**src/rtl/bit_unstuff_monitor.sv**
```systemverilog
// Receive-side bit-unstuffing monitor: flags the stuffed bit after RUN_LEN ones and checks it is 0.
// Define BIT_UNSTUFF_STATS_EN to add the per-packet stuffed-bit counter on stuff_count.
module bit_unstuff_monitor #(
  parameter int RUN_LEN = 6,
  parameter int STAT_W  = 8,
  localparam int CW     = $clog2(RUN_LEN + 1)
) (
  input  logic              clk,
  input  logic              rst,
  input  logic              d_orig,
  input  logic              shift_enable,
  input  logic              packet_active,
  output logic              invalid_bit,
  output logic              stuff_error,
  output logic              err_flag,
  output logic [CW-1:0]     run_count,
  output logic [STAT_W-1:0] stuff_count
);

  typedef enum logic [1:0] {IDLE, RUN, STUFF, ERR} state_t;

  localparam logic [CW-1:0] LAST = CW'(RUN_LEN - 1);
  localparam logic [CW-1:0] FULL = CW'(RUN_LEN);
  localparam logic [CW-1:0] ONE  = CW'(1);

  state_t        state, state_n;
  logic          invalid_n, stuff_error_n, err_flag_n;
  logic [CW-1:0] run_count_n;
  logic          start_pkt, stuff_ok;

  always_ff @(posedge clk or posedge rst) begin
    if (rst) begin
      state       <= IDLE;
      invalid_bit <= 1'b0;
      stuff_error <= 1'b0;
      err_flag    <= 1'b0;
      run_count   <= '0;
    end else begin
      state       <= state_n;
      invalid_bit <= invalid_n;
      stuff_error <= stuff_error_n;
      err_flag    <= err_flag_n;
      run_count   <= run_count_n;
    end
  end

  // Leaving IDLE handles a same-cycle strobe as an ordinary RUN bit; RUN_LEN >= 2 means it cannot complete a run.
  always_comb begin
    state_n       = state;
    invalid_n     = invalid_bit;
    stuff_error_n = 1'b0;
    err_flag_n    = err_flag;
    run_count_n   = run_count;
    start_pkt     = 1'b0;
    stuff_ok      = 1'b0;
    if (!packet_active) begin
      state_n     = IDLE;
      invalid_n   = 1'b0;
      err_flag_n  = 1'b0;
      run_count_n = '0;
    end else begin
      case (state)
        IDLE: begin
          start_pkt   = 1'b1;
          state_n     = RUN;
          run_count_n = (shift_enable && d_orig) ? ONE : '0;
        end
        RUN: begin
          if (shift_enable) begin
            if (!d_orig) begin
              run_count_n = '0;
            end else if (run_count == LAST) begin
              run_count_n = FULL;
              state_n     = STUFF;
              invalid_n   = 1'b1;
            end else begin
              run_count_n = run_count + ONE;
            end
          end
        end
        STUFF: begin
          if (shift_enable) begin
            invalid_n = 1'b0;
            if (!d_orig) begin
              run_count_n = '0;
              state_n     = RUN;
              stuff_ok    = 1'b1;
            end else begin
              state_n       = ERR;
              stuff_error_n = 1'b1;
              err_flag_n    = 1'b1;
            end
          end
        end
        ERR: begin
          state_n = ERR;
        end
        default: begin
          state_n = IDLE;
        end
      endcase
    end
  end

`ifdef BIT_UNSTUFF_STATS_EN
  // Saturating per-packet count; holds through ERR and IDLE until the next packet starts.
  always_ff @(posedge clk or posedge rst) begin
    if (rst) begin
      stuff_count <= '0;
    end else if (start_pkt) begin
      stuff_count <= '0;
    end else if (stuff_ok && (stuff_count != '1)) begin
      stuff_count <= stuff_count + 1'b1;
    end
  end
`else
  logic unused_stats;
  assign unused_stats = start_pkt ^ stuff_ok;
  assign stuff_count  = '0;
`endif

endmodule

```
**config.mk**
```make
export PLATFORM = sky130hd
export DESIGN_NAME = bit_unstuff_monitor
export DESIGN_NICKNAME = d
export VERILOG_FILES = /design/src/rtl/bit_unstuff_monitor.sv
export SDC_FILE = /design/constraint.sdc
export NUM_CORES = 1
export LEC_CHECK = 0
export CAP_MARGIN = 15
export CORE_MARGIN = 5
export CORE_UTILIZATION = 31
export CTS_BUF_LIST = sky130_fd_sc_hd__clkbuf_16
export CTS_CLUSTER_DIAMETER = 80
export CTS_CLUSTER_SIZE = 25
export DETAILED_ROUTE_END_ITERATION = 16
export PLACE_DENSITY = 0.54
export SLEW_MARGIN = 10
export SYNTH_ARGS = -nofsm -noshare
export SYNTH_HDL_FRONTEND = slang
export SYNTH_SLANG_ARGS = --single-unit
export TNS_END_PERCENT = 20
```
**constraint.sdc**
```tcl
create_clock -name clk -period 3.1 [get_ports clk]
set_clock_uncertainty 0.2 [all_clocks]
set_input_delay 0.62 -clock clk [delete_from_list [all_inputs] [get_ports clk]]
set_output_delay 0.62 -clock clk [all_outputs]
set_load 0.005 [all_outputs]
```
Word level (Yosys, flattened, before mapping):

Index checks and enable logic that the tools add are counted.

* register bits after elaboration: 8
* input port bits: 5
* logic and storage cells: 55

* reduce and logical (&&, ||, !) cells: 6
* mux-type cells: 29
* add/subtract/negate cells: 1
* equal/unequal tests: 14

Operators with widths (number)
* 3-bit two-way mux: 6
* 3-bit inequality test, second input constant: 5
* 1-bit two-way mux: 14
* 2-bit two-way mux: 6
* 3-bit one-hot mux with 3 select lines: 1
* 2-bit one-hot mux with 4 select lines: 1
* 4-bit AND reduction: 2
* 5-bit AND reduction: 1
* 2-bit equality test, second input constant: 2
* 2-bit inequality test, second input constant: 2
* 4-bit by 1-bit inequality test with 1-bit output, second input constant: 1
* 3-bit by 1-bit adder with 3-bit output, second input constant: 1
* 3-bit equality test, second input constant: 1
* 3-bit by 1-bit inequality test with 1-bit output, second input constant: 1
* 3-bit AND reduction: 1
* 2-bit by 1-bit equality test with 1-bit output, second input constant: 1
* 2-bit zero test: 1
* 2-bit by 1-bit inequality test with 1-bit output, second input constant: 1
* 1-bit one-hot mux with 2 select lines: 1
* 1-bit logical AND: 1

Depth between registers and ports, before layout:

Gate-level depths: netlist of run 1.

* word-level depth: 6
* gate-level depth with buffers: 5
* gate-level depth less buffers: 5

Least setup slack after synthesis of run 1:

OpenSTA, ideal clock, no wires.

* path type: reg2reg
* start: reg state[0]
* end: reg run_count[0]
* slack: 1.262 ns
* path buffers: 0
* stages on the path, launching flop included: 5
* setup time: 0.125 ns
* data arrival time: 1.513 ns
* cells stage by stage: dfrtp_1 ha_1 or3b_4 o311ai_4 mux2_4

* longest elaborated chain between the ends: 3
* elaborated cells between the ends (all ways): 10
* classes of those cells: 6 x eq/ne; 2 x mux; 2 x reduce/logical

RTL lines
* start: declaration: line 26 `state_t state, state_n;`
* start signal: assignment: line 39 `state <= state_n;`
* 2-bit equality test (tied with other cells): line 62 `case (state)`
* 4-bit by 1-bit inequality test with 1-bit output (no line) (tied with other cells)
* 4-bit AND reduction (no line) or 3-bit two-way mux (tied branches)
* end signal: assignment: line 43 `run_count <= run_count_n;`
* end: declaration: line 16 `output logic [CW-1:0] run_count,`

Parallel ways exist; a longest one is shown, timed or not.
A chain may end at the register's enable or synchronous reset.

Worst setup path after layout of run 1:

* start: in d_orig
* end: reg run_count[0]

* longest elaborated chain between the ends: 4
* elaborated cells between the ends (all ways): 8
* classes of those cells: 1 x eq/ne; 5 x mux; 2 x reduce/logical

RTL lines
* start: declaration: line 10 `input logic d_orig,`
* 3-bit two-way mux or 1-bit logical AND (tied branches): line 70, 66
* 3-bit two-way mux or 1-bit two-way mux (tied branches): line 69, 66
* 3-bit one-hot mux with 3 select lines: line 62
* 3-bit two-way mux: line 56 `if (!packet_active) begin`

Parallel ways exist; a longest one is shown, timed or not. The select of a mux whose other input is x is not followed.

==> impl_metrics.py, run 1 <==
metrics = {
    "layout": {
        "final.fill_count": 199,
        "area_used_by_multi_input_combinational_logic_um2": 345.3,
        "antenna-diode-count": 0,
        "register_area_um2": 200.2,
        "drive_above_1_share_pct": 10.67,
        "flow.area_growth_from_synthesis_pct": 27.36,
        "net_count_reported_at_finish": 88,
    },
    "setup_path": {
        "cp_max_fo": 5,
        "required_time_of_the_worst_setup_path_ns": 3.02,
        "r2r_setup_slack_ns": 1.12,
        "regToRegStartpoint": "state[1]",
        "worstSetupStartpointType": "input port",
        "crit_path_end_kind": "flip-flop",
        "worst-endpoint-arrival_ns": 1.97,
        "critical_path.reg2reg.endpoint": "run_count[0]",
        "r2r.worst_path.cells": 5,
        "crit_type": "in -> reg",
    },
    "power": {
        "power_switching_mw": 0.2002,
        "power.sequential.fraction_pct": 24.7,
        "overall_power_of_the_completed_layout_mw": 0.6151,
        "max-vdd-ir-drop_v": 0.0004435,
        "clock_power_share_pct": 36.8,
        "cellLeakagePower_nw": 0.3849,
        "power.share.combinational_pct": 38.6,
        "power_report.internal_total_mw": 0.4149,
        "p_per_area_mw_per_mm2": 776.7,
        "swShare_pct": 32.55,
    },
    "global_route": {
        "first_pass_grt_wire_length_um": 2090,
        "grt_pass1_vias": 426,
        "largest_net_degree_at_the_start_of_global_routing": 12,
        "antenna_found_initial": 0,
        "track_usage_pct": 10.53,
        "remaining_global_route_overflow": 0,
    },
    "synthesis": {
        "ys_seq_area_share_pct": 32.19,
        "synth_cells": 64,
        "average_cell_area_after_synthesis_um2": 9.716,
        "synthesis.yosys.warnings": 0,
        "netlist_area_um2": 621.8,
        "synth.ff_latch_count": 8,
        "synth.lib_cells_used.distinct": 30,
    },
    "sta": {
        "maxClockFrequency_mhz": 487.7,
        "final.period_utilization_pct": 66.15,
        "report.final.hold_viol_count": 0,
        "setup_tns_ns": 0,
        "setup_repair_after_global_routing_missed_its_margin": "false",
        "drv_slew": 0,
        "timing.final.crit_period_ns": 2.051,
        "finalSetupViolCount": 0,
    },
    "floorplanning": {
        "design.core.area_mm2": 0.001942,
        "placementRows": 16,
        "die_h_um": 54.79,
        "die_width_um": 54.79,
        "boundaryPins": 19,
        "initial_utilization_pct": 32.02,
        "die_area_mm2": 0.003001,
    },
    "drt": {
        "vias": 476,
        "detailedRoute.firstIterationViolations": 16,
        "first_pass_iters": 4,
        "ant_nets": 0,
        "drc": 0,
        "drt_wl_total_um": 1313,
        "routed_wire_length_per_instance_um": 12.87,
        "vias_per_cell": 4.667,
    },
    "clock_network": {
        "post_cts.repair.setup_buffers": 0,
        "reg_clk_slew_reported_paths_ns": 0.04,
        "numCtsBuffers": 3,
        "cts.hold.buffers_added": 0,
        "cts_tree": "built",
        "cts.root.buffer_cell": "clkbuf_16",
        "cts.htree.levels": 1,
        "worst_skew_pair.late_latency_ns": 0.24,
        "clock_sink_count": 8,
        "post_cts.resized_instances": 0,
        "clock_path_buffers": 2,
    },
    "placement": {
        "detailed_place_hpwl_um": 1045,
        "quantity_of_i_o_buffers_inserted_on_ports": 10,
        "routabilityCongestion": 0.7744,
    },
    "worst_hold_path": {
        "hold_path_depth": 1,
        "hold_path_end": "err_flag",
        "timing.hold.worst.class": "reg -> reg",
        "timing.hold.worst.start": "err_flag",
    },
    "run": {
        "timing.max_cap.violations": 0,
    },
    "outcome": {
        "outcome": "finished clean",
    },
}
==> cell usage after synthesis <==
library cell / n / share of area (%)
or3b_4: 1 / 1.8
nand4_1: 1 / 1.0
nand3_1: 1 / 0.80
o221ai_1: 1 / 1.4
buf_4: 8 / 9.7
mux2i_1: 1 / 1.6
o41ai_1: 1 / 1.4
nand4b_1: 1 / 1.4
dfrtp_1: 8 / 32
nand2_1: 1 / 0.60
and2_1: 1 / 1.0
nor2_1: 2 / 1.2
o211ai_1: 1 / 1.2
and3_1: 2 / 2.0
a21o_1: 3 / 3.6
o21ai_0: 1 / 0.80
o22ai_1: 2 / 2.0
nand2b_1: 1 / 1.0
o311ai_4: 1 / 4.2
inv_2: 1 / 0.60
a31o_2: 1 / 1.4
conb_1: 1 / 0.60
ha_1: 6 / 12
inv_1: 9 / 5.4
o31a_1: 1 / 1.4
buf_2: 1 / 0.80
a21oi_1: 1 / 0.80
mux2_4: 1 / 2.4
a211oi_1: 1 / 1.2
a2bb2oi_1: 3 / 4.2
==> cell type report <==
class	instances	share of cell area [%]
repair buffers	10	12.64
flip-flops and latches	8	25.28
multi-input cells	44	43.60
well taps	27	4.265
inverters	10	4.739
clock buffers	3	9.479
==> placed cells by master (no fill, tap or decap) <==
cell type,count
inv_2,1
clkdlybuf4s50_1,10
nand2b_1,1
a21oi_1,1
nand4_1,1
a211oi_1,1
conb_1,8
nor2_1,2
o21ai_0,1
a21o_1,3
and2_1,1
a31o_2,1
o31a_1,1
ha_1,6
nand3_1,1
mux2_4,1
o311ai_4,1
or3b_4,1
o211ai_1,1
mux2i_1,1
inv_1,9
a2bb2oi_1,3
nand2_1,1
dfrtp_1,8
o41ai_1,1
o22ai_1,2
o221ai_1,1
and3_1,2
nand4b_1,1
clkbuf_16,3
==> through the flow <==
stage | hold WS (ns) | instance area (um2) | std cells | setup slack, ns | utilization [%]
final | 0.2750 | 792.0 | 102 | 1.049 | 40.79
after global routing | 0.3052 | 792.0 | 102 | 0.9774 | 40.79
after CTS | 0.2809 | 792.0 | 102 | 1.044 | 40.79
after detailed placement | 0.2726 | 716.9 | 99 | 0.8115 | 36.92
after global placement | 0.2696 | 716.9 | 99 | 0.8195 | 36.92
after floorplan | 0.2357 | 648.1 | 71 | 1.262 | -
==> state kept, by name (all words and copies together) (netlist names) <==
signal       cells
stuff_error      1
err_flag         1
state            2
invalid_bit      1
run_count        3
==> power by group through the flow <==
stage               registers [mW]  logic [mW]  clock network, mW
floorplan                    0.150       0.179                  0
global route                 0.156       0.264              0.235
detailed placement           0.154       0.240                  0
CTS                          0.152       0.240              0.229
global placement             0.154       0.238                  0
finish                       0.152       0.237              0.226
==> worst max path at each step <==
| stage | from | endpoint | slack [ns] | cells past startpoint |
|---|---|---|---|---|
| final | d_orig | run_count[0] | 1.05 | 4 |
| after global routing | d_orig | run_count[0] | 0.98 | 4 |
| after CTS | d_orig | run_count[0] | 1.04 | 4 |
| after detailed placement | d_orig | run_count[0] | 0.81 | 4 |
| after global placement | d_orig | run_count[0] | 0.82 | 4 |
| after floorplan | state[0] | run_count[0] | 1.26 | 4 |
==> critical path, stage by stage <==
cell             delay (ns)
clkdlybuf4s50_1        0.47
and2_1                 0.23
o311ai_4               0.31
mux2_4                 0.33
==> logic make-up (layout without fill, tap and decap cells) <==
logic type                 Yosys count  after routing  share of synthesized area, %
other                                1              8                        0.6030
buffers and inverters               19             23                         16.50
AOI/OAI and AO/OA                   17             17                         23.74
adders and majority gates            6              6                         12.07
muxes                                2              2                         4.024
DFF                                  8              8                         32.19
and+or+nand+nor                     11             11                         10.87
==> per-layer routing <==
metal	share of wire, %	GRT usage, %
met5	0	0
met2	48	14.76
met3	7.0	5.722
met1	43	12.42
met4	1.6	6.224
(Power assumes the default switching activity.)
==> run 2: changes to the inputs <==
- clock period: 3.1 -> 1.9 ns (I/O delays scaled with it)
==> impl_metrics.py, run 2 (same netlist as run 1, synthesis figures left out) <==
metrics = {
    "outcome": {
        "outcome": "finished clean",
    },
    "placement": {
        "placed_cells_incl_taps": 109,
        "detailed_place_hpwl_um": 1088,
        "routabilityCongestion": 0.7740,
        "post-place-ws_ns": -0.005405,
        "quantity_of_i_o_buffers_inserted_on_ports": 10,
    },
    "setup_path": {
        "critical-path-top-delay-family": "flip-flops",
        "crit_path_end_kind": "flip-flop",
        "critical_path.cell_chain": "inv_1 -> ha_2 -> or3b_4 -> o311ai_4 -> mux2_4",
        "cp_slowest_stage_delay_ns": 0.40,
        "worst-endpoint-arrival_ns": 1.75,
        "crit_start": "state[0]",
        "critical-path-slowest-cell": "dfrtp_1",
        "critical_path_cell_count": 5,
        "worstSetupEndpoint": "run_count[0]",
        "timing.critical_path.buf_inv": 1,
        "worstSetupStartpointType": "flip-flop",
        "cp_max_fo": 4,
        "critical_path.reg2reg.endpoint": "run_count[0]",
        "required_time_of_the_worst_setup_path_ns": 1.81,
        "r2r_setup_slack_ns": 0.06,
        "r2r.worst_path.cells": 5,
        "crit_type": "reg -> reg",
        "regToRegStartpoint": "state[0]",
    },
    "drt": {
        "detailedRoute.firstIterationViolations": 8,
        "routed_wire_length_per_instance_um": 12.31,
        "first_pass_iters": 4,
        "drc": 0,
        "vias_per_cell": 4.584,
        "vias": 518,
        "ant_nets": 0,
        "drt_wl_total_um": 1391,
    },
    "sta": {
        "setup_repair_after_global_routing_missed_its_margin": "false",
        "timing.final.crit_period_ns": 1.840,
        "finalSetupViolCount": 0,
        "maxClockFrequency_mhz": 543.5,
        "worst_hold_slack_ns": 0.2068,
        "setup_tns_ns": 0,
        "drv_slew": 0,
        "report.final.hold_viol_count": 0,
        "worst_slack_ns": 0.05991,
        "final.period_utilization_pct": 96.85,
    },
    "run": {
        "timing.max_cap.violations": 0,
    },
    "layout": {
        "final_cell_mix": "11 x buf_4, 10 x clkdlybuf4s50_1, 8 x inv_1, 8 x conb_1, 8 x dfrtp_1",
        "register_area_um2": 200.2,
        "area_used_by_multi_input_combinational_logic_um2": 350.3,
        "final.fill_count": 195,
        "largest_register": "run_count",
        "net_count_reported_at_finish": 99,
        "antenna-diode-count": 0,
        "drive_above_1_share_pct": 25.58,
        "flow.area_growth_from_synthesis_pct": 41.45,
        "layout_top_registers": "run_count: 3 flops, state: 2 flops",
        "flip_flop_count_of_the_largest_register_all_copies_and_words_added": 3,
        "mostFrequentLayoutCell": "buf_4",
        "final_cells": 113,
    },
    "power": {
        "max-vdd-ir-drop_v": 0.0005904,
        "overall_power_of_the_completed_layout_mw": 1.100,
        "cellLeakagePower_nw": 0.4356,
        "p_per_area_mw_per_mm2": 1250,
    },
    "floorplanning": {
        "boundaryPins": 19,
        "initial_utilization_pct": 32.02,
        "die_area_mm2": 0.003001,
        "placementRows": 16,
        "die_h_um": 54.79,
        "die_width_um": 54.79,
        "design.core.area_mm2": 0.001942,
    },
    "clock_network": {
        "worst_skew_pair.late_latency_ns": 0.23,
        "clock_path_buffers": 2,
        "clock_sink_count": 8,
        "cts_tree": "built",
        "reg_clk_slew_reported_paths_ns": 0.04,
        "numCtsBuffers": 3,
        "cts.root.buffer_cell": "clkbuf_16",
        "cts.htree.levels": 1,
    },
    "global_route": {
        "first_pass_grt_wire_length_um": 2290,
        "remaining_global_route_overflow": 0,
        "track_usage_pct": 11.31,
        "grt_pass1_vias": 508,
        "largest_net_degree_at_the_start_of_global_routing": 9,
        "antenna_found_initial": 0,
    },
    "worst_hold_path": {
        "timing.hold.worst.class": "in -> async",
    },
}
[run 2: timing repair]
action | in CTS | in global routing
gates resized for setup | 0 | 3
hold buffers | 0 | 0
setup buffers | 0 | 1
setup endpoints to repair | 0 | 3
[run 2: routing by layer]
| layer | track usage, % | up-vias | share of wire, % |
|---|---|---|---|
| met1 | 12.40 | 242 | 44 |
| met4 | 7.469 | 0 | 2.1 |
| met3 | 4.087 | 4 | 5.2 |
| met5 | 0 | - | 0 |
| met2 | 18.11 | 13 | 49 |
| li1 | - | 259 | - |
[run 2: how the worst min path moves through the flow]
stage	cells past startpoint	end	start
global placement	1	err_flag	err_flag
CTS	2	err_flag	rst
floorplan	1	err_flag	rst
global route	2	err_flag	rst
finish	2	err_flag	rst
detailed placement	1	err_flag	err_flag
[run 2: worst register-to-register path, stage by stage, from the launching register on]
cell	delay, ns
dfrtp_1	0.40
inv_1	0.08
ha_2	0.21
or3b_4	0.39
o311ai_4	0.10
mux2_4	0.32
[run 2: stage by stage]
stage	area, um2	utilization [%]
after floorplan	648.1	-
after global placement	792.0	40.79
after detailed placement	792.0	40.79
after CTS	867.1	44.65
after global routing	879.6	45.30
final	879.6	45.30
[run 2: report_power, final]
group | internal, mW | switching, mW
clock network | 0.272 | 0.0891
registers | 0.210 | 0.0390
logic | 0.275 | 0.214
total | 0.757 | 0.342
[run 2: area by class of cell]
type / instances / share of cell area [%]
multi-input cells: 44 / 39.83
flip-flops and latches: 8 / 22.76
repair buffers: 21 / 20.77
clock buffers: 3 / 8.535
inverters: 10 / 4.267
well taps: 27 / 3.841
